### src/rtl/simon_sequencer.sv
// Simon game controller: LFSR note generation, sequence playback, press checking, round growth.
// Optional STRICT_TIMEOUT_EN: WAIT_IN loses after TIMEOUT_CYCLES with no press.
module simon_sequencer #(
  parameter int unsigned DEPTH          = 16,
  parameter int unsigned NOTE_CYCLES    = 12_500_000,
  parameter int unsigned GAP_CYCLES     = 5_000_000,
  parameter int unsigned TIMEOUT_CYCLES = 150_000_000,
  parameter logic [15:0] SEED           = 16'hACE1
) (
  input  logic                     CLK,
  input  logic                     RST,
  input  logic                     START,
  input  logic [3:0]               BTN,
  output logic [1:0]               NOTE_SEL,
  output logic                     TONE_EN,
  output logic [$clog2(DEPTH):0]   SCORE,
  output logic                     PLAYING,
  output logic                     GAME_OVER,
  output logic                     WIN
);

  localparam int unsigned IdxW   = $clog2(DEPTH);
  localparam int unsigned LenW   = IdxW + 1;
  localparam int unsigned MaxNg  = (NOTE_CYCLES > GAP_CYCLES) ? NOTE_CYCLES : GAP_CYCLES;
  localparam int unsigned MaxCyc = (MaxNg > TIMEOUT_CYCLES) ? MaxNg : TIMEOUT_CYCLES;
  localparam int unsigned CntW   = $clog2(MaxCyc) + 1;
  localparam logic [CntW-1:0] NoteLoad = CntW'(NOTE_CYCLES - 1);
  localparam logic [CntW-1:0] GapLoad  = CntW'(GAP_CYCLES - 1);

  typedef enum logic [3:0] {
    StIdle, StAdd, StPlayTone, StPlayGap, StWaitIn, StInTone, StRoundGap, StWin, StLose
  } state_e;

  state_e          state_q, state_d;
  logic [LenW-1:0] len_q, len_d;
  logic [IdxW-1:0] idx_q, idx_d;
  logic [LenW-1:0] score_q, score_d;
  logic [CntW-1:0] cnt_q, cnt_d;
  logic [15:0]     lfsr_q, lfsr_d;
  logic [3:0]      btn_q, btn_prev_q;
  logic [1:0]      seq_q [DEPTH];
  logic            seq_we;

  logic [1:0]      note_sel_q, note_sel_d;
  logic            tone_en_q, tone_en_d;
  logic [LenW-1:0] score_out_q, score_out_d;
  logic            playing_q, playing_d;
  logic            game_over_q, game_over_d;
  logic            win_q, win_d;

  logic [3:0] press;
  logic       timer_done;
  logic       last_idx;

  // BTN is registered once before edge detection, giving the two-cycle press latency.
  assign press      = btn_q & ~btn_prev_q;
  assign timer_done = (cnt_q == '0);
  assign last_idx   = ({1'b0, idx_q} == (len_q - 1'b1));
  assign lfsr_d     = {1'b0, lfsr_q[15:1]} ^ (lfsr_q[0] ? 16'hB400 : 16'h0000);

  always_comb begin
    state_d = state_q;
    len_d   = len_q;
    idx_d   = idx_q;
    score_d = score_q;
    cnt_d   = cnt_q;
    seq_we  = 1'b0;
    case (state_q)
      StIdle, StWin, StLose: begin
        if (START) begin
          state_d = StAdd;
          len_d   = '0;
          idx_d   = '0;
          score_d = '0;
        end
      end
      StAdd: begin
        seq_we  = 1'b1;
        len_d   = len_q + 1'b1;
        idx_d   = '0;
        cnt_d   = NoteLoad;
        state_d = StPlayTone;
      end
      StPlayTone: begin
        if (timer_done) begin
          cnt_d   = GapLoad;
          state_d = StPlayGap;
        end else begin
          cnt_d = cnt_q - 1'b1;
        end
      end
      StPlayGap: begin
        if (timer_done) begin
          if (last_idx) begin
            idx_d   = '0;
            state_d = StWaitIn;
`ifdef STRICT_TIMEOUT_EN
            cnt_d   = CntW'(TIMEOUT_CYCLES - 1);
`endif
          end else begin
            idx_d   = idx_q + 1'b1;
            cnt_d   = NoteLoad;
            state_d = StPlayTone;
          end
        end else begin
          cnt_d = cnt_q - 1'b1;
        end
      end
      StWaitIn: begin
        if (press != 4'b0000) begin
          // Two or more simultaneous edges count as a wrong press.
          if ($onehot(press) && press[seq_q[idx_q]]) begin
            cnt_d   = NoteLoad;
            state_d = StInTone;
          end else begin
            state_d = StLose;
          end
        end
`ifdef STRICT_TIMEOUT_EN
        else if (timer_done) begin
          state_d = StLose;
        end else begin
          cnt_d = cnt_q - 1'b1;
        end
`endif
      end
      StInTone: begin
        if (timer_done) begin
          if (!last_idx) begin
            idx_d   = idx_q + 1'b1;
            state_d = StWaitIn;
`ifdef STRICT_TIMEOUT_EN
            cnt_d   = CntW'(TIMEOUT_CYCLES - 1);
`endif
          end else begin
            score_d = len_q;
            if (len_q == LenW'(DEPTH)) begin
              state_d = StWin;
            end else begin
              cnt_d   = GapLoad;
              state_d = StRoundGap;
            end
          end
        end else begin
          cnt_d = cnt_q - 1'b1;
        end
      end
      StRoundGap: begin
        if (timer_done) begin
          state_d = StAdd;
        end else begin
          cnt_d = cnt_q - 1'b1;
        end
      end
      default: state_d = StIdle;
    endcase
  end

  // Outputs are a registered image of the current state, so they lag transitions by one cycle.
  always_comb begin
    note_sel_d  = note_sel_q;
    tone_en_d   = state_q inside {StPlayTone, StInTone};
    score_out_d = score_q;
    playing_d   = !(state_q inside {StIdle, StWin, StLose});
    game_over_d = state_q inside {StWin, StLose};
    win_d       = (state_q == StWin);
    if (tone_en_d) begin
      note_sel_d = seq_q[idx_q];
    end
  end

  always_ff @(posedge CLK) begin
    if (RST) begin
      state_q     <= StIdle;
      len_q       <= '0;
      idx_q       <= '0;
      score_q     <= '0;
      cnt_q       <= '0;
      lfsr_q      <= SEED;
      btn_q       <= '0;
      btn_prev_q  <= '0;
      note_sel_q  <= '0;
      tone_en_q   <= 1'b0;
      score_out_q <= '0;
      playing_q   <= 1'b0;
      game_over_q <= 1'b0;
      win_q       <= 1'b0;
    end else begin
      state_q     <= state_d;
      len_q       <= len_d;
      idx_q       <= idx_d;
      score_q     <= score_d;
      cnt_q       <= cnt_d;
      lfsr_q      <= lfsr_d;
      btn_q       <= BTN;
      btn_prev_q  <= btn_q;
      note_sel_q  <= note_sel_d;
      tone_en_q   <= tone_en_d;
      score_out_q <= score_out_d;
      playing_q   <= playing_d;
      game_over_q <= game_over_d;
      win_q       <= win_d;
    end
  end

  always_ff @(posedge CLK) begin
    if (seq_we) begin
      seq_q[len_q[IdxW-1:0]] <= lfsr_q[1:0];
    end
  end

  assign NOTE_SEL  = note_sel_q;
  assign TONE_EN   = tone_en_q;
  assign SCORE     = score_out_q;
  assign PLAYING   = playing_q;
  assign GAME_OVER = game_over_q;
  assign WIN       = win_q;

endmodule

### config.mk
export PLATFORM = sky130hd
export DESIGN_NAME = simon_sequencer
export DESIGN_NICKNAME = d
export VERILOG_FILES = /design/src/rtl/simon_sequencer.sv
export SDC_FILE = /design/constraint.sdc
export NUM_CORES = 1
export LEC_CHECK = 0
export BUFFER_PORTS_ARGS = -buffer_cell sky130_fd_sc_hd__buf_2
export CAP_MARGIN = 20
export CORE_UTILIZATION = 45
export CTS_CLUSTER_SIZE = 25
export DETAILED_ROUTE_END_ITERATION = 8
export GPL_TIMING_DRIVEN = 0
export HOLD_SLACK_MARGIN = 0.08
export PLACE_DENSITY = 0.72
export SLEW_MARGIN = 20
export SYNTH_ARGS = -nofsm -noshare
export SYNTH_HDL_FRONTEND = slang
export SYNTH_SLANG_ARGS = --single-unit
### constraint.sdc
create_clock -name CLK -period 9.5 [get_ports CLK]
set_clock_uncertainty 0.2 [all_clocks]
set_input_delay 0.95 -clock CLK [delete_from_list [all_inputs] [get_ports CLK]]
set_output_delay 0.95 -clock CLK [all_outputs]
set_load 0.05 [all_outputs]
==> metrics <==
post-synthesis register bit count 118; final hold vios 0; Avg Cell Area, Syn 9.896 µm²; placed inst area 5623 µm²; fin. max-slew vios 0; Post-synth EDFFs 32; die height 111.2 µm; Final GP Congestion 0.8675; Final period util 39.22%; top post-synthesis cells by count 86 x dfxtp_1, 56 x nor2_1, 35 x nand2_1; DR pass1 iterations 7; Die Wd 111.2 µm; standard-cell row count 39; Core ar. 11520 µm²; sequential-to-total area share from yosys stat 50.01%; clk_lat worst skew 0.41 ns; xor/xnor share of the synthesized area 2.216%; post-CTS sizing 0; I/O Buffers 16; via count 4458; Syn-to-layout area delta 16.21%; setup_tns 0 ns; post-synthesis mux area share 5.365%; Critical Path Start Type register; most frequent cell after synthesis dfxtp_1; Synth area leaders dfxtp_1 32%, edfxtp_1 18%, mux4_2 4.6%; YS warnings 0; Post CTS Setup Buffer Count 0; Final Net Count 594; Hold/Removal Path Class reg2reg; required time of the critical path 9.62 ns; CTS Buf Count 17; CTS tree yes; Clock transition at path regs 0.05 ns; violated checks design-rule violations; Synth top area share 32.10%; Slowest-stage cell, CP nor4b_1; final WL 12.92 mm; Antenna Cells 0; Final ANT Viol Nets 0; max_cap viols 0; Setup crit end kind register; Final Critical Period 3.726 ns; detailed-placement wirelength estimate 8.821 mm; worst path arrival time 3.85 ns; GR Util All Layers 22.31%; initial antenna violation count 0; CTS Hold Bufs 0; die area 12360 µm²; max_slew headroom 41.67%; DRC 6; maximum fanout along the worst path 10; number of DRC markers in iteration 0 486; mean routed wirelength per cell 17.62 µm; final setup fails 0; Synth Area in Simple Gates 21.16%; first-pass GRT wire length 21.53 mm; fillers 1016; Lkg Pwr 2.265 nW; CTS max path bufs 2; Synth Area in Compound Gates 14.77%; remaining global-route overflow 0; CTS root buffer clkbuf_16; fin area 6233 µm²; Top FF cell, synth dfxtp_1; status complete, but fails checks; crit-path max cell delay 0.46 ns; pwr/cell area 292.1 nW/µm²; unique cell type count in the Yosys netlist 56; largest family of logic cells by synthesized area simple AND/OR/NAND/NOR gates; Worst Tran Pin Value 0.8709 ns; CTS sink count 118; vias in the first global route 4288; num ports 18; IR drop worst, VDD 0.1726 mV; Synthesized Nets 559; unrepaired setup endpoints after global routing false; adder-cell share of the synthesized area 2.683%; critical path class reg2reg; DR vias/cell 6.082; CP most frequent cell buf_2; fmax 268.4 MHz; H-tree Lvls 4; largest area contributor in the netlist dfxtp_1; layout cells sized above 1 13.56%; largest net degree at the start of global routing 21; Post-synth ARST share 0%; Post-Synthesis Cells 542; critical-path cell list inv_1 -> ha_1 -> nor4b_1 -> and2_1 -> clkbuf_1 -> nand3_2 -> nand3_1 -> o31a_1 -> buf_2 -> buf_2 -> o31ai_1 -> a21oi_1; initial cell density of the core 46.58%; Synth Cell Area 5364 µm²
-- through the flow --
step	util, %	instances	hold WS (ns)	setup WS (ns)	power (W)
3_5_place_dp	48.83	701	0.1995	5.949	0.001150
3_3_place_gp	48.83	701	0.1949	5.998	0.001134
6_report	54.13	733	0.2038	5.774	0.001821
2_1_floorplan	-	542	0.1895	6.522	0.001021
4_1_cts	54.13	733	0.2101	5.881	0.001816
5_1_grt	54.13	733	0.2239	5.472	0.001906
-- final cells by class --
cell class | count | area, µm² | share of cell area (%)
Sequential cell | 118 | 2683 | 43.03
Clock inverter | 15 | 185.2 | 2.971
Buffer | 30 | 136.4 | 2.188
Timing Repair Buffer | 16 | 80.08 | 1.285
Inverter | 18 | 67.56 | 1.084
Clock buffer | 17 | 425.4 | 6.825
Tap cell | 143 | 178.9 | 2.870
Multi-Input combinational cell | 376 | 2477 | 39.74
-- worst paths after layout --
path,startpoint,end,slack [ns],depth (start not counted)
worst min-delay path,lfsr_q[6]$_SDFF_PP1_,lfsr_q[5]$_SDFF_PP1_,0.20,1
worst max register to register,cnt_q[0]$_SDFFE_PP0P_,cnt_q[17]$_SDFFE_PP0P_,5.77,12
worst max-delay path,cnt_q[0]$_SDFFE_PP0P_,cnt_q[17]$_SDFFE_PP0P_,5.77,12
worst min register to register,lfsr_q[6]$_SDFF_PP1_,lfsr_q[5]$_SDFF_PP1_,0.20,1
-- where the power goes --
group	switching, W	leakage, nW	internal, W
Clock	0.000225	0.288	0.000434
Combinational	0.000333	0.978	0.000188
Sequential	0.0000623	0.999	0.000578
Total	0.000620	2.26	0.00120
-- sequential cells by signal, indices dropped and copies added (netlist names), 5 cells and up, named ones only --
register and flops:
score_out_d 5, cnt_q 29, lfsr_q 16, seq_q 32, len_q 5, SCORE 5
-- cell families after synthesis --
logic type	Yosys count
and+or+nand+nor	216
AOI/OAI and AO/OA	122
DFF	118
buffers and inverters	48
muxes	15
xor gates and xnor gates	12
adders and majority gates	11
-- critical path: cells and delay by family (launching register included) --
| kind | cells | cell delay [ns] |
|---|---|---|
| DFF | 1 | 0.33 |
| and+or+nand+nor | 4 | 1.24 |
| AOI/OAI and AO/OA | 3 | 0.60 |
| adders and majority gates | 1 | 0.21 |
| buffers and inverters | 4 | 1.06 |
-- routing by layer --
metal	vias to the layer above	track usage (%)	share of wire, %
met5	-	0.8333	0
met3	40	6.014	7.4
met2	204	35.92	48
met1	2138	28.16	42
li1	2076	-	-
met4	0	9.459	2.7
-- layout by cell type (no fill, tap or decap), drive strengths merged, types with 19 or more instances in the layout --
cell and n:
clkbuf 40, nand2 35, nor2 56, edfxtp 32, o21ai 25, nor2b 20, buf 23, nor3 24
inv 19, dfxtp 86, nand3 21, a21oi 30
Note: power is estimated with default switching activity, not from simulation.
